[config.mk]
export PLATFORM = sky130hd
export DESIGN_NAME = camac_dataway_master
export DESIGN_NICKNAME = d
export VERILOG_FILES = /design/src/rtl/camac_pkg.sv /design/src/rtl/camac_dataway_master_timer.sv /design/src/rtl/camac_dataway_master.sv
export SDC_FILE = /design/constraint.sdc
export NUM_CORES = 1
export LEC_CHECK = 0
export ABC_AREA = 1
export BUFFER_PORTS_ARGS = -buffer_cell sky130_fd_sc_hd__buf_2
export CAP_MARGIN = 20
export CORE_MARGIN = 10
export CORE_UTILIZATION = 50
export CTS_BUF_LIST = sky130_fd_sc_hd__clkbuf_2 sky130_fd_sc_hd__clkbuf_4 sky130_fd_sc_hd__clkbuf_8
export CTS_CLUSTER_SIZE = 8
export DETAILED_ROUTE_END_ITERATION = 6
export HOLD_SLACK_MARGIN = 0.15
export PLACE_DENSITY_LB_ADDON = 0.08
export SYNTH_ARGS = -nofsm -noshare
export SYNTH_HDL_FRONTEND = slang
export SYNTH_SLANG_ARGS = --single-unit
[constraint.sdc]
create_clock -name clk -period 4.8 [get_ports clk]
set_clock_uncertainty 0.1 [all_clocks]
set_input_delay 0.48 -clock clk [delete_from_list [all_inputs] [get_ports clk]]
set_output_delay 0.48 -clock clk [all_outputs]
set_load 0.1 [all_outputs]
[src/rtl/camac_pkg.sv]
// Shared types and constants for the CAMAC dataway master.
// Provides the FSM state enum, function-code classes and station decode.
package camac_pkg;

    typedef enum logic [2:0] {
        ST_IDLE,
        ST_SETUP,
        ST_STROBE1,
        ST_GAP,
        ST_STROBE2,
        ST_HOLD,
        ST_RESP
    } state_e;

    // Function classes, decoded from f[4:3]
    localparam logic [1:0] F_READ  = 2'b00;
    localparam logic [1:0] F_WRITE = 2'b10;

    // Named function codes
    localparam logic [4:0] F_RD    = 5'd0;
    localparam logic [4:0] F_CLR   = 5'd9;
    localparam logic [4:0] F_XCHG  = 5'd11;
    localparam logic [4:0] F_WR    = 5'd16;
    localparam logic [4:0] F_ADDR  = 5'd17;
    localparam logic [4:0] F_AMP   = 5'd24;
    localparam logic [4:0] F_AUTO  = 5'd26;
    localparam logic [4:0] F_TESTQ = 5'd27;

    localparam logic [4:0] N_MAX = 5'd23;

    // Station k (1..N_MAX) drives bit k-1; anything else selects nothing.
    function automatic logic [23:0] onehot_n(input logic [4:0] nn);
        logic [23:0] res;
        res = '0;
        if (nn != 5'd0 && nn <= N_MAX) begin
            res = 24'd1 << (nn - 5'd1);
        end
        return res;
    endfunction

endpackage

[src/rtl/camac_dataway_master_timer.sv]
// camac_phase_timer: loadable down-counter shared by all dataway phases.
// Ports: clk, rst (async active-low), load/load_val reload, done at zero.
module camac_phase_timer #(
    parameter int W = 5
) (
    input  logic         clk,
    input  logic         rst,
    input  logic         load,
    input  logic [W-1:0] load_val,
    output logic         done
);

    logic [W-1:0] cnt_q, cnt_d;

    always_comb begin
        cnt_d = cnt_q;
        if (load) begin
            cnt_d = load_val;
        end else if (cnt_q != '0) begin
            cnt_d = cnt_q - W'(1);
        end
    end

    always_ff @(posedge clk or negedge rst) begin
        if (!rst) begin
            cnt_q <= '0;
        end else begin
            cnt_q <= cnt_d;
        end
    end

    assign done = (cnt_q == '0);

endmodule

[src/rtl/camac_dataway_master.sv]
// CAMAC dataway initiator: runs one N/A/F (or Z) cycle per accepted
// command and returns one response. Ports: cmd_* request handshake,
// rsp_* response pulse, n/a/f/w/b/s1/s2/z dataway drive, r/q/x sampled.
// Build option CAMAC_QRETRY_EN: repeat the cycle while X=1 and Q=0.
module camac_dataway_master
    import camac_pkg::*;
#(
    parameter int T_SETUP   = 10,
    parameter int T_S1      = 10,
    parameter int T_GAP     = 5,
    parameter int T_S2      = 10,
    parameter int T_HOLD    = 5,
    parameter int MAX_RETRY = 7
) (
    input  logic        clk,
    input  logic        rst,
    input  logic        cmd_valid,
    output logic        cmd_ready,
    input  logic        cmd_z,
    input  logic [4:0]  cmd_n,
    input  logic [3:0]  cmd_a,
    input  logic [4:0]  cmd_f,
    input  logic [23:0] cmd_wdata,
    output logic        rsp_valid,
    output logic [23:0] rsp_rdata,
    output logic        rsp_q,
    output logic        rsp_x,
    output logic        rsp_err,
    output logic [23:0] n,
    output logic [3:0]  a,
    output logic [4:0]  f,
    output logic [23:0] w,
    output logic        b,
    output logic        s1,
    output logic        s2,
    output logic        z,
    input  logic [23:0] r,
    input  logic        q,
    input  logic        x
);

    localparam int T_M1  = (T_SETUP > T_S1) ? T_SETUP : T_S1;
    localparam int T_M2  = (T_GAP > T_S2) ? T_GAP : T_S2;
    localparam int T_M3  = (T_M1 > T_M2) ? T_M1 : T_M2;
    localparam int T_MAX = (T_M3 > T_HOLD) ? T_M3 : T_HOLD;
    localparam int TW    = $clog2(T_MAX) + 1;

    // Timer is loaded with T-1 so each phase lasts exactly T clocks
    localparam logic [TW-1:0] LD_SETUP = TW'(T_SETUP - 1);
    localparam logic [TW-1:0] LD_S1    = TW'(T_S1 - 1);
    localparam logic [TW-1:0] LD_GAP   = TW'(T_GAP - 1);
    localparam logic [TW-1:0] LD_S2    = TW'(T_S2 - 1);
    localparam logic [TW-1:0] LD_HOLD  = TW'(T_HOLD - 1);

    state_e state_q, state_d;

    logic        cz_q, cz_d;
    logic [4:0]  cn_q, cn_d;
    logic [3:0]  ca_q, ca_d;
    logic [4:0]  cf_q, cf_d;
    logic [23:0] cw_q, cw_d;
    logic        bad_q, bad_d;
    logic        err_q, err_d;
    logic [23:0] cap_r_q, cap_r_d;
    logic        cap_q_q, cap_q_d;
    logic        cap_x_q, cap_x_d;

    logic        cmd_ready_q, cmd_ready_d;
    logic        rsp_valid_q, rsp_valid_d;
    logic [23:0] rsp_rdata_q, rsp_rdata_d;
    logic        rsp_q_q, rsp_q_d;
    logic        rsp_x_q, rsp_x_d;
    logic        rsp_err_q, rsp_err_d;
    logic [23:0] n_q, n_d;
    logic [3:0]  a_q, a_d;
    logic [4:0]  f_q, f_d;
    logic [23:0] w_q, w_d;
    logic        b_q, b_d;
    logic        s1_q, s1_d;
    logic        s2_q, s2_d;
    logic        z_q, z_d;

    logic          tmr_load;
    logic [TW-1:0] tmr_val;
    logic          tmr_done;
    logic          act;
    logic          naf;

`ifdef CAMAC_QRETRY_EN
    localparam int RW = $clog2(MAX_RETRY + 1);
    logic [RW-1:0] retry_q, retry_d;
`endif

    camac_phase_timer #(
        .W(TW)
    ) u_timer (
        .clk     (clk),
        .rst     (rst),
        .load    (tmr_load),
        .load_val(tmr_val),
        .done    (tmr_done)
    );

    always_comb begin
        state_d  = state_q;
        cz_d     = cz_q;
        cn_d     = cn_q;
        ca_d     = ca_q;
        cf_d     = cf_q;
        cw_d     = cw_q;
        bad_d    = bad_q;
        err_d    = err_q;
        cap_r_d  = cap_r_q;
        cap_q_d  = cap_q_q;
        cap_x_d  = cap_x_q;
        tmr_load = 1'b0;
        tmr_val  = '0;
`ifdef CAMAC_QRETRY_EN
        retry_d  = retry_q;
`endif
        unique case (state_q)
            ST_IDLE: begin
`ifdef CAMAC_QRETRY_EN
                retry_d = '0;
`endif
                if (cmd_valid) begin
                    cz_d     = cmd_z;
                    cn_d     = cmd_n;
                    ca_d     = cmd_a;
                    cf_d     = cmd_f;
                    cw_d     = cmd_wdata;
                    bad_d    = !cmd_z && (cmd_n == 5'd0 || cmd_n > N_MAX);
                    err_d    = bad_d;
                    cap_r_d  = '0;
                    cap_q_d  = 1'b0;
                    cap_x_d  = 1'b0;
                    state_d  = ST_SETUP;
                    tmr_load = 1'b1;
                    tmr_val  = LD_SETUP;
                end
            end
            ST_SETUP: begin
                // Illegal station: skip the dataway cycle entirely
                if (bad_q) begin
                    state_d = ST_RESP;
                end else if (tmr_done) begin
                    state_d  = ST_STROBE1;
                    tmr_load = 1'b1;
                    tmr_val  = LD_S1;
                end
            end
            ST_STROBE1: begin
                if (tmr_done) begin
                    state_d  = ST_GAP;
                    tmr_load = 1'b1;
                    tmr_val  = LD_GAP;
                    // Sample the bus on the edge that drops S1
                    if (!cz_q) begin
                        cap_q_d = q;
                        cap_x_d = x;
                        cap_r_d = (cf_q[4:3] == F_READ) ? r : '0;
                    end
                end
            end
            ST_GAP: begin
                if (tmr_done) begin
                    state_d  = ST_STROBE2;
                    tmr_load = 1'b1;
                    tmr_val  = LD_S2;
                end
            end
            ST_STROBE2: begin
                if (tmr_done) begin
                    state_d  = ST_HOLD;
                    tmr_load = 1'b1;
                    tmr_val  = LD_HOLD;
                end
            end
            ST_HOLD: begin
                if (tmr_done) begin
                    state_d = ST_RESP;
`ifdef CAMAC_QRETRY_EN
                    if (!cz_q && cap_x_q && !cap_q_q) begin
                        retry_d = retry_q + RW'(1);
                        if (retry_d == RW'(MAX_RETRY)) begin
                            err_d = 1'b1;
                        end else begin
                            state_d  = ST_SETUP;
                            tmr_load = 1'b1;
                            tmr_val  = LD_SETUP;
                        end
                    end
`endif
                end
            end
            ST_RESP: begin
                state_d = ST_IDLE;
            end
            default: begin
                state_d = ST_IDLE;
            end
        endcase

        // Outputs are decoded from the next state so they are flop outputs
        act  = (state_d inside {ST_SETUP, ST_STROBE1, ST_GAP,
                                ST_STROBE2, ST_HOLD}) && !bad_d;
        naf  = act && !cz_d;
        b_d  = act;
        z_d  = act && cz_d;
        n_d  = naf ? onehot_n(cn_d) : '0;
        a_d  = naf ? ca_d : '0;
        f_d  = naf ? cf_d : '0;
        w_d  = (naf && cf_d[4:3] == F_WRITE) ? cw_d : '0;
        s1_d = (state_d == ST_STROBE1) && naf;
        s2_d = (state_d == ST_STROBE2) && act;

        cmd_ready_d = (state_d == ST_IDLE);
        rsp_valid_d = (state_d == ST_RESP);
        rsp_rdata_d = rsp_rdata_q;
        rsp_q_d     = rsp_q_q;
        rsp_x_d     = rsp_x_q;
        rsp_err_d   = rsp_err_q;
        if (state_d == ST_RESP) begin
            rsp_rdata_d = cap_r_d;
            rsp_q_d     = cap_q_d && !err_d;
            rsp_x_d     = cap_x_d;
            rsp_err_d   = err_d;
        end
    end

    always_ff @(posedge clk or negedge rst) begin
        if (!rst) begin
            state_q     <= ST_IDLE;
            cz_q        <= 1'b0;
            cn_q        <= '0;
            ca_q        <= '0;
            cf_q        <= '0;
            cw_q        <= '0;
            bad_q       <= 1'b0;
            err_q       <= 1'b0;
            cap_r_q     <= '0;
            cap_q_q     <= 1'b0;
            cap_x_q     <= 1'b0;
            cmd_ready_q <= 1'b1;
            rsp_valid_q <= 1'b0;
            rsp_rdata_q <= '0;
            rsp_q_q     <= 1'b0;
            rsp_x_q     <= 1'b0;
            rsp_err_q   <= 1'b0;
            n_q         <= '0;
            a_q         <= '0;
            f_q         <= '0;
            w_q         <= '0;
            b_q         <= 1'b0;
            s1_q        <= 1'b0;
            s2_q        <= 1'b0;
            z_q         <= 1'b0;
`ifdef CAMAC_QRETRY_EN
            retry_q     <= '0;
`endif
        end else begin
            state_q     <= state_d;
            cz_q        <= cz_d;
            cn_q        <= cn_d;
            ca_q        <= ca_d;
            cf_q        <= cf_d;
            cw_q        <= cw_d;
            bad_q       <= bad_d;
            err_q       <= err_d;
            cap_r_q     <= cap_r_d;
            cap_q_q     <= cap_q_d;
            cap_x_q     <= cap_x_d;
            cmd_ready_q <= cmd_ready_d;
            rsp_valid_q <= rsp_valid_d;
            rsp_rdata_q <= rsp_rdata_d;
            rsp_q_q     <= rsp_q_d;
            rsp_x_q     <= rsp_x_d;
            rsp_err_q   <= rsp_err_d;
            n_q         <= n_d;
            a_q         <= a_d;
            f_q         <= f_d;
            w_q         <= w_d;
            b_q         <= b_d;
            s1_q        <= s1_d;
            s2_q        <= s2_d;
            z_q         <= z_d;
`ifdef CAMAC_QRETRY_EN
            retry_q     <= retry_d;
`endif
        end
    end

    assign cmd_ready = cmd_ready_q;
    assign rsp_valid = rsp_valid_q;
    assign rsp_rdata = rsp_rdata_q;
    assign rsp_q     = rsp_q_q;
    assign rsp_x     = rsp_x_q;
    assign rsp_err   = rsp_err_q;
    assign n         = n_q;
    assign a         = a_q;
    assign f         = f_q;
    assign w         = w_q;
    assign b         = b_q;
    assign s1        = s1_q;
    assign s2        = s2_q;
    assign z         = z_q;

endmodule

==> results.json, run 1 <==
{
  "clock_tree.htree_level_count": 4,
  "floorplan.die_area_mm2": 0.01883,
  "met3RoutedLength_um": 1403,
  "synth_top_family_by_area": "simple AND/OR/NAND/NOR gates",
  "timing.critical_path.required_ns": 5.07,
  "synth-async-reset-ratio_pct": 100.0,
  "vias": 5605,
  "synth_compound_gate_area_share_pct": 9.705,
  "cts_inserted_buffers": 17,
  "dp_hpwl_um": 11980,
  "rsz0062_at_grt": "false",
  "synth_area_leaders": "sky130_fd_sc_hd__dfrtp_1 (60%), sky130_fd_sc_hd__nand2_1 (8.2%), sky130_fd_sc_hd__nor2_1 (6.0%)",
  "drt_wl_total_um": 17300,
  "synth-seq-cells": 165,
  "max_freq_ghz": 0.2865,
  "hold_path.class": "input port to flop",
  "cts.sinks": 165,
  "timing.max_slew.rel_slack_pct": 32.20,
  "cts.clk_slew.worst_paths_ns": 0.09,
  "vias_per_cell": 5.082,
  "proportion_of_layout_cells_with_a_drive_suffix_above_1_pct": 26.86,
  "cts.path.max_buffers": 2,
  "met2WireLength_um": 8263,
  "core_mm2": 0.01335,
  "grt_util_all_layers_pct": 18.79,
  "post_cts.repair.setup_buffers": 0,
  "synth_fp_nets": 832,
  "critical_path_buf_inv_count": 1,
  "met1_length_um": 7416,
  "cts_repair_resize_count": 0,
  "detailedPlace.worstSlack_ns": 1.267,
  "area_delta_synth_final_pct": 20.72,
  "area_used_by_multi_input_combinational_logic_mm2": 0.002242,
  "ys.flop_type": "sky130_fd_sc_hd__dfrtp_1",
  "clk_latency_ns": 0.44,
  "layout.cells.most_common_list": "sky130_fd_sc_hd__dfrtp_1 (164), sky130_fd_sc_hd__buf_2 (156), sky130_fd_sc_hd__nand2_1 (150), sky130_fd_sc_hd__nor2_1 (109), sky130_fd_sc_hd__inv_1 (93)",
  "number_of_placement_rows": 42,
  "place.gp.congestion": 0.8378,
  "worst_setup_path_start_kind": "flop",
  "drt_pass1_iterations": 4,
  "globalRouteOverflowTotal": 0,
  "post_route_setup_tns_ns": 0,
  "power_density_mw_per_mm2": 542.2,
  "worst_path_largest_cell_delay_ns": 0.77,
  "start_util_pct": 51.48,
  "grt_pass1_wl_um": 28190,
  "mappedNetlistArea_mm2": 0.006872,
  "final.period_utilization_pct": 72.72,
  "netlist_instances": 762,
  "post-route-worst-setup-slack_ns": 1.310,
  "synth_cell_types": 36,
  "postRouteAntennaNets": 0,
  "final_max_slew_viol_count": 0,
  "numPortBuffers": 157,
  "grt_start_max_net_pins": 76,
  "power.ir.vdd_worst_uv": 458.7,
  "post-synth-top-area-cell": "sky130_fd_sc_hd__dfrtp_1",
  "end_kind": "flop",
  "die_h_um": 137.2,
  "critPathArrivalTime_ns": 3.76,
  "vias_in_the_first_global_route": 5678,
  "synth-xor-area-share_pct": 0.2549,
  "synth.avg_cell_area_um2": 9.018,
  "cellLeakagePower_nw": 4.569,
  "synthesis.yosys.warnings": 0,
  "final.fill_count": 1190,
  "hold_viol_final": 0,
  "final_common_cell": "sky130_fd_sc_hd__dfrtp_1",
  "synth.top_cell.area_share_pct": 59.72,
  "cp_max_fo": 41,
  "status": "finished clean",
  "antenna_cells": 0,
  "top_signal_layer_used": "met5",
  "clk_root_buffer_cell": "sky130_fd_sc_hd__clkbuf_8",
  "yosys.area_share.adder_pct": 0.3642,
  "worst_pin_slew_ns": 1.017,
  "tritoncts": "yes",
  "crit_path_cell_trace": "nor2_4, nand3_2, inv_2, nor2_1, nand2_2, nor2_1, nand2_2, nand4_4, nor2_1",
  "synth_simple_gate_area_share_pct": 22.16,
  "detailedRoute.firstIterationViolations": 346,
  "cp_top_family": "simple AND/OR/NAND/NOR gates",
  "crit_path_frequent_cell": "sky130_fd_sc_hd__nor2_1",
  "initial_antenna_violation_count": 1,
  "layout.nets": 984,
  "crit_path_top_delay_cell": "sky130_fd_sc_hd__inv_2",
  "x_dimension_of_the_die_um": 137.2,
  "post-route-min-period_ns": 3.491,
  "setup_viol": 0,
  "setup.worst_path.class": "flop to flop",
  "multiplexer_fraction_of_the_synthesized_cell_area_pct": 0,
  "final-seq-area_mm2": 0.004130,
  "drc_errors": 0,
  "drt-wirelength-per-cell_um": 15.69,
  "synth_edf_count": 0,
  "boundaryPins": 158,
  "synth-seq-area-share_pct": 60.11,
  "maxCapViolCount": 0,
  "holdBufCountCts": 1
}
-- power by group --
part / leakage (nW) / switching (mW) / total [mW] / internal, mW
Clock: 0.222 / 0.510 / 1.09 / 0.579
Combinational: 2.25 / 1.33 / 1.71 / 0.373
Sequential: 2.10 / 0.107 / 1.70 / 1.59
Total: 4.57 / 1.95 / 4.50 / 2.55
-- per-stage QoR --
stage	instances	power, mW	cell area (um2)	utilization, %	hold WS [ns]
floorplan	762	3.037	6872	-	0.08441
global placement	1067	3.361	7775	58.25	0.3660
detailed placement	1069	3.417	7818	58.57	0.3675
CTS	1102	4.514	8268	61.94	0.1939
global route	1103	4.777	8295	62.15	0.2234
finish	1103	4.498	8295	62.15	0.2312
-- logic make-up after synthesis --
logic type | count (synthesis)
AND/OR/NAND/NOR | 341
flip-flops | 165
buffers and inverters | 130
AO/OA/AOI/OAI | 121
XOR/XNOR | 2
adder cells (fa/ha/maj) | 2
other | 1
-- state kept, by name (all words and copies together) (netlist names), 3 cells and up --
| signal | flops |
|---|---|
| n | 24 |
| cf_q | 5 |
| f | 5 |
| ca_q | 4 |
| state_q | 3 |
| cw_q | 24 |
| a | 4 |
| w | 24 |
| cn_q | 5 |
| rsp_rdata | 24 |
| u_timer.cnt_q | 5 |
| cap_r_q | 24 |
-- path summary, 6_finish.rpt --
kind                                 start           to  slack (ns)  cells after the start
worst max-delay path            state_q[0]         w[4]        1.31                      9
worst min register to register     cw_q[7]      cw_q[7]        0.39                      2
worst max register to register  state_q[0]         w[4]        1.31                      9
min in group asynchronous              rst  cap_r_q[16]        0.49                      2
max in group asynchronous              rst        n[10]        2.95                      3
worst min-delay path                 cmd_z        err_q        0.23                      4
-- layout make-up --
type	instances	share of cell area [%]
Timing Repair Buffer	163	10.69
Clock buffer	18	2.911
Sequential cell	165	49.79
Multi-Input combinational cell	467	27.03
Clock inverter	14	2.398
Inverter	100	4.525
Tap cell	176	2.655
-- worst min-delay path: cells and delay by family --
family / cells / cell delay, ns
buffers and inverters: 1 / 0.07
AND/OR/NAND/NOR: 3 / 0.17
-- layer usage --
metal,up-vias,global-route usage (%)
met5,-,0
met3,25,5.754
met4,2,5.504
met2,170,29.92
met1,2695,24.26
li1,2713,-
-- synth_stat cells, types with 2 or more instances --
master / instances
sky130_fd_sc_hd__nor2_1: 110
sky130_fd_sc_hd__inv_1: 93
sky130_fd_sc_hd__nand3_1: 11
sky130_fd_sc_hd__o21ai_1: 23
sky130_fd_sc_hd__inv_2: 7
sky130_fd_sc_hd__a31oi_1: 27
sky130_fd_sc_hd__or2_2: 27
sky130_fd_sc_hd__nor2_4: 2
sky130_fd_sc_hd__a21oi_1: 2
sky130_fd_sc_hd__ha_1: 2
sky130_fd_sc_hd__xor2_1: 2
sky130_fd_sc_hd__dfrtp_1: 164
sky130_fd_sc_hd__o21ai_0: 63
sky130_fd_sc_hd__nor2_2: 2
sky130_fd_sc_hd__buf_4: 2
sky130_fd_sc_hd__nand3_2: 3
sky130_fd_sc_hd__nand4_1: 18
sky130_fd_sc_hd__clkbuf_1: 20
sky130_fd_sc_hd__nand2_1: 150
sky130_fd_sc_hd__o21a_1: 2
sky130_fd_sc_hd__buf_2: 8
sky130_fd_sc_hd__or2_1: 5
sky130_fd_sc_hd__nand2_2: 6
No activity file was read; power rests on OpenSTA's default activity.
==> run 2: changes to the inputs <==
==> constraint.sdc (replaced) <==
create_clock -name clk -period 3.1 [get_ports clk]
set_clock_uncertainty 0.1 [all_clocks]
set_input_delay 0.31 -clock clk [delete_from_list [all_inputs] [get_ports clk]]
set_output_delay 0.31 -clock clk [all_outputs]
set_load 0.1 [all_outputs]
==> run 2 against run 1 <==
  * Non-clock buffer count up 64
  * Combinational power is 56% higher
  * Routed wire length increased by 2.8%
  * Critical path type unchanged
  * Critical endpoint is now w[10]
  * Highest routed layer is now met4
==> results.json, run 2 (synthesis gave the netlist of run 1 again) <==
{
  "status": "finished clean",
  "grt_start_max_net_pins": 68,
  "timing.critical_path.required_ns": 3.36,
  "boundaryPins": 158,
  "vias_per_cell": 4.997,
  "final_common_cell": "sky130_fd_sc_hd__dfrtp_1",
  "post_cts.repair.setup_buffers": 0,
  "initial_antenna_violation_count": 0,
  "post_route_setup_tns_ns": 0,
  "worst_setup_path_start_kind": "flop",
  "drt_pass1_iterations": 5,
  "dp_hpwl_um": 12160,
  "setup_viol": 0,
  "crit_path_cell_trace": "nor2_4, nand3_2, buf_4, nor2_1, nand2_1, nand2_1, a21oi_4, nand4_4, nor2_1",
  "place.gp.congestion": 0.8414,
  "power_density_mw_per_mm2": 804.1,
  "hold_path.class": "input port to flop",
  "vias": 5831,
  "final.period_utilization_pct": 86.25,
  "rsz0062_at_grt": "false",
  "clk_root_buffer_cell": "sky130_fd_sc_hd__clkbuf_8",
  "met1_length_um": 7584,
  "detailedRoute.firstIterationViolations": 353,
  "x_dimension_of_the_die_um": 137.2,
  "met3RoutedLength_um": 1277,
  "cts.sinks": 165,
  "hold_viol_final": 0,
  "worst_path_largest_cell_delay_ns": 0.57,
  "critPathArrivalTime_ns": 2.93,
  "core_mm2": 0.01335,
  "cts_inserted_buffers": 17,
  "end_kind": "flop",
  "grt_pass1_wl_um": 29440,
  "clk_latency_ns": 0.45,
  "start_util_pct": 51.48,
  "area_delta_synth_final_pct": 30.46,
  "crit_path_top_delay_cell": "sky130_fd_sc_hd__dfrtp_1",
  "timing.max_slew.rel_slack_pct": 36.85,
  "die_h_um": 137.2,
  "drt-wirelength-per-cell_um": 15.24,
  "drc_errors": 0,
  "layout.cells.most_common_list": "sky130_fd_sc_hd__dfrtp_1 (164), sky130_fd_sc_hd__buf_2 (156), sky130_fd_sc_hd__nand2_1 (150), sky130_fd_sc_hd__nor2_1 (109), sky130_fd_sc_hd__inv_1 (93)",
  "met2WireLength_um": 8446,
  "cp_max_fo": 34,
  "tritoncts": "yes",
  "globalRouteOverflowTotal": 0,
  "cts.clk_slew.worst_paths_ns": 0.09,
  "critical_path_buf_inv_count": 1,
  "numPortBuffers": 157,
  "max_freq_ghz": 0.3740,
  "drt_wl_total_um": 17780,
  "grt_util_all_layers_pct": 19.49,
  "worst_pin_slew_ns": 0.9472,
  "layout.nets": 1048,
  "number_of_placement_rows": 42,
  "clock_tree.htree_level_count": 4,
  "final_core_utilization_pct": 67.16,
  "postRouteAntennaNets": 0,
  "final_max_slew_viol_count": 0,
  "vias_in_the_first_global_route": 5988,
  "floorplan.die_area_mm2": 0.01883,
  "cts.path.max_buffers": 2,
  "top_signal_layer_used": "met4",
  "setup.worst_path.class": "flop to flop",
  "maxCapViolCount": 0,
  "post-route-min-period_ns": 2.674,
  "proportion_of_layout_cells_with_a_drive_suffix_above_1_pct": 25.56,
  "cellLeakagePower_nw": 4.852,
  "cp_top_family": "simple AND/OR/NAND/NOR gates",
  "power.ir.vdd_worst_uv": 622.8
}
run 2: final cells by class:
type	instances	area (um2)
Antenna cell	1	2.502
Clock buffer	19	249.0
Clock inverter	12	252.7
Fill cell	1074	4383
Inverter	100	375.4
Multi-Input combinational cell	467	2242
Sequential cell	165	4130
Tap cell	176	220.2
Timing Repair Buffer	227	1493
run 2: repair_timing:
| item | CTS | global route |
|---|---|---|
| endpoints found under the hold margin | 163 | 0 |
| gates resized for setup | 0 | 0 |
| hold buffers | 60 | 0 |
run 2: final timing paths:
kind	start	to	slack, ns	depth (start not counted)
worst max-delay path	state_q[0]	w[10]	0.43	9
worst min-delay path	r[12]	cap_r_q[12]	0.18	5
worst max register to register	state_q[0]	w[10]	0.43	9
worst min register to register	cw_q[15]	cw_q[15]	0.39	2
max in group asynchronous	rst	cap_r_q[9]	1.80	3
min in group asynchronous	rst	rsp_rdata[16]	0.31	2
run 2: metrics by stage:
step	area [um2]	total power [mW]	hold slack, ns	cells	worst slack, ns
final	8965	7.209	0.1771	1167	0.4263
after global routing	8962	7.634	0.2011	1166	0.1247
after CTS	8962	7.264	0.1573	1166	0.3945
after detailed placement	7860	5.288	0.2388	1075	0.4215
after global placement	7860	5.221	0.2355	1075	0.6330
after floorplan	6872	4.702	-0.08559	762	1.118
run 2: worst reg2reg max path: stages, from the launching register on:
cell                      delay [ns]
sky130_fd_sc_hd__dfrtp_1        0.57
sky130_fd_sc_hd__nor2_4         0.14
sky130_fd_sc_hd__nand3_2        0.18
sky130_fd_sc_hd__buf_4          0.33
sky130_fd_sc_hd__nor2_1         0.11
sky130_fd_sc_hd__nand2_1        0.10
sky130_fd_sc_hd__nand2_1        0.11
sky130_fd_sc_hd__a21oi_4        0.30
sky130_fd_sc_hd__nand4_4        0.41
sky130_fd_sc_hd__nor2_1         0.25
run 2: where the power goes:
group          switching, mW  total, mW  internal, mW
clock                  0.766       1.91          1.14
combinational           2.07       2.67         0.603
sequential             0.161       2.63          2.47
run 2: routing by layer:
metal | up-vias | global-route usage (%)
li1 | 2847 | -
met1 | 2745 | 24.20
met2 | 203 | 31.36
met3 | 36 | 5.499
met4 | 0 | 8.138
met5 | - | 0
==> run 3: changes to the inputs <==
--- a/config.mk
+++ b/config.mk
@@ -8,7 +8,7 @@
 export ABC_AREA = 1
 export BUFFER_PORTS_ARGS = -buffer_cell sky130_fd_sc_hd__buf_2
 export CAP_MARGIN = 20
-export CORE_MARGIN = 10
+export CORE_MARGIN = 1
 export CORE_UTILIZATION = 50
 export CTS_BUF_LIST = sky130_fd_sc_hd__clkbuf_2 sky130_fd_sc_hd__clkbuf_4 sky130_fd_sc_hd__clkbuf_8
 export CTS_CLUSTER_SIZE = 8
==> run 3 against run 2 <==
  * Via count is 0.22% higher
  * Routed wire length fell by 7.4%
  * Power fell by 4.9%
  * Largest power group unchanged
==> results.json, run 3 (synthesis gave the netlist of run 1 again) <==
{
  "status": "finished clean",
  "cts.sinks": 165,
  "crit_path_cell_trace": "nor2_4, nand3_2, clkinv_2, nor2_1, nand2_2, nor2_1, nand2_2, nand4_4, nor2_1",
  "cellLeakagePower_nw": 4.813,
  "power.combinational.fraction_pct": 38.9,
  "floorplan.die_area_mm2": 0.01422,
  "boundaryPins": 158,
  "crit_path_top_delay_cell": "sky130_fd_sc_hd__dfrtp_1",
  "setup.worst_path.class": "flop to flop",
  "final_core_utilization_pct": 66.48,
  "cts.path.max_buffers": 2,
  "cts.clk_slew.worst_paths_ns": 0.09,
  "numPortBuffers": 157,
  "final_common_cell": "sky130_fd_sc_hd__dfrtp_1",
  "area_delta_synth_final_pct": 29.13,
  "dp.cells": 1075,
  "setup_viol": 0,
  "tritoncts": "yes",
  "power.sequential.fraction_pct": 38.3,
  "final-seq-area_mm2": 0.004130,
  "number_of_placement_rows": 42,
  "worst_setup_path_start_kind": "flop",
  "grt_util_all_layers_pct": 24.81,
  "layout.cells.most_common_list": "sky130_fd_sc_hd__dfrtp_1 (164), sky130_fd_sc_hd__buf_2 (156), sky130_fd_sc_hd__nand2_1 (150), sky130_fd_sc_hd__nor2_1 (109), sky130_fd_sc_hd__inv_1 (93)",
  "core_mm2": 0.01335,
  "switchingPower_mw": 3.049,
  "cts_inserted_buffers": 17,
  "place.gp.congestion": 0.8013,
  "antenna_cells": 0,
  "x_dimension_of_the_die_um": 119.2,
  "clock_tree.htree_level_count": 4,
  "crit_path_frequent_cell": "sky130_fd_sc_hd__nor2_1",
  "detailedRoute.firstIterationViolations": 425,
  "start_util_pct": 51.48,
  "clk_latency_ns": 0.45,
  "drt_wl_total_um": 16470,
  "max_freq_ghz": 0.3577,
  "hold_viol_final": 0,
  "initial_antenna_violation_count": 0,
  "clk_root_buffer_cell": "sky130_fd_sc_hd__clkbuf_8",
  "end_kind": "flop",
  "critical_path_buf_inv_count": 1,
  "final.period_utilization_pct": 90.18,
  "drt_pass1_iterations": 6,
  "final_cells": 1168,
  "die_h_um": 119.2,
  "hold-worst-slack_ns": 0.2090,
  "timing.critical_path.required_ns": 3.37,
  "grt_start_max_net_pins": 69,
  "area_used_by_multi_input_combinational_logic_mm2": 0.002242,
  "timing.max_slew.rel_slack_pct": 35.92,
  "postRouteAntennaNets": 0,
  "globalRouteOverflowTotal": 0,
  "post-route-worst-setup-slack_ns": 0.3043,
  "hold_path.class": "input port to flop",
  "final_area_mm2": 0.008874,
  "power_frac_clock_pct": 22.8,
  "worst_pin_slew_ns": 0.9612,
  "power_density_mw_per_mm2": 773.0,
  "final_max_slew_viol_count": 0,
  "power.internal_mw": 3.810,
  "power.total_mw": 6.859,
  "final.fill_count": 1100,
  "switching_share_pct": 44.46,
  "maxCapViolCount": 0,
  "layout.nets": 1049,
  "cp_max_fo": 24,
  "vias": 5844,
  "vias_per_cell": 5.003,
  "worst_path_largest_cell_delay_ns": 0.52,
  "proportion_of_layout_cells_with_a_drive_suffix_above_1_pct": 25.60,
  "power.ir.vdd_worst_uv": 592.8,
  "post-route-min-period_ns": 2.796,
  "drt-wirelength-per-cell_um": 14.10,
  "dp_hpwl_um": 10670,
  "rsz0062_at_grt": "false",
  "drc_errors": 0,
  "vias_in_the_first_global_route": 5774,
  "dpl-instance-area_mm2": 0.007860,
  "cp_top_family": "simple AND/OR/NAND/NOR gates",
  "detailedPlace.worstSlack_ns": 0.2272,
  "post_route_setup_tns_ns": 0,
  "critPathArrivalTime_ns": 3.07,
  "grt_pass1_wl_um": 27570
}
run 3: power groups by stage:
stage | Clock, mW | Sequential (mW) | Combinational, mW
finish | 1.56 | 2.63 | 2.67
floorplan | 0 | 3.53 | 1.17
global placement | 0 | 2.66 | 2.56
global route | 1.69 | 2.67 | 2.91
detailed placement | 0 | 2.67 | 2.61
CTS | 1.59 | 2.63 | 2.68
run 3: cell type report:
type / count / area share [%]
clock buffers: 17 / 2.637
clock inverters: 15 / 1.889
repair buffers: 228 / 16.93
flip-flops and latches: 165 / 46.55
well taps: 176 / 2.482
inverters: 100 / 4.244
multi-input cells: 467 / 25.27
run 3: worst paths after layout:
path,startpoint,end,slack (ns),depth (start not counted)
max,state_q[0],w[13],0.30,9
max in group asynchronous,rst,w[16],1.79,3
min in group asynchronous,rst,rsp_rdata[16],0.32,2
min,cmd_n[4],err_q,0.21,5
min reg2reg,err_q,err_q,0.39,2
max reg2reg,state_q[0],w[13],0.30,9
run 3: worst register-to-register path, cell delays in order (launching register included):
cell,delay [ns]
sky130_fd_sc_hd__dfrtp_1,0.52
sky130_fd_sc_hd__nor2_4,0.30
sky130_fd_sc_hd__nand3_2,0.37
sky130_fd_sc_hd__clkinv_2,0.38
sky130_fd_sc_hd__nor2_1,0.10
sky130_fd_sc_hd__nand2_2,0.11
sky130_fd_sc_hd__nor2_1,0.06
sky130_fd_sc_hd__nand2_2,0.18
sky130_fd_sc_hd__nand4_4,0.36
sky130_fd_sc_hd__nor2_1,0.24
run 3: what timing repair did:
action | 4_1_cts | 5_1_grt
hold buffers | 61 | 0
endpoints found under the hold margin | 175 | 0
endpoints found under the setup margin | 0 | 10
buffers inserted | 0 | 0
resized for setup | 0 | 1
run 3: routing by layer:
layer	global-route usage, %	wire length [um]	share of wire, %
met4	9.810	333	2.0
met5	0	0	0
met2	39.83	7877	48
met1	33.01	7397	45
met3	5.220	865	5.3
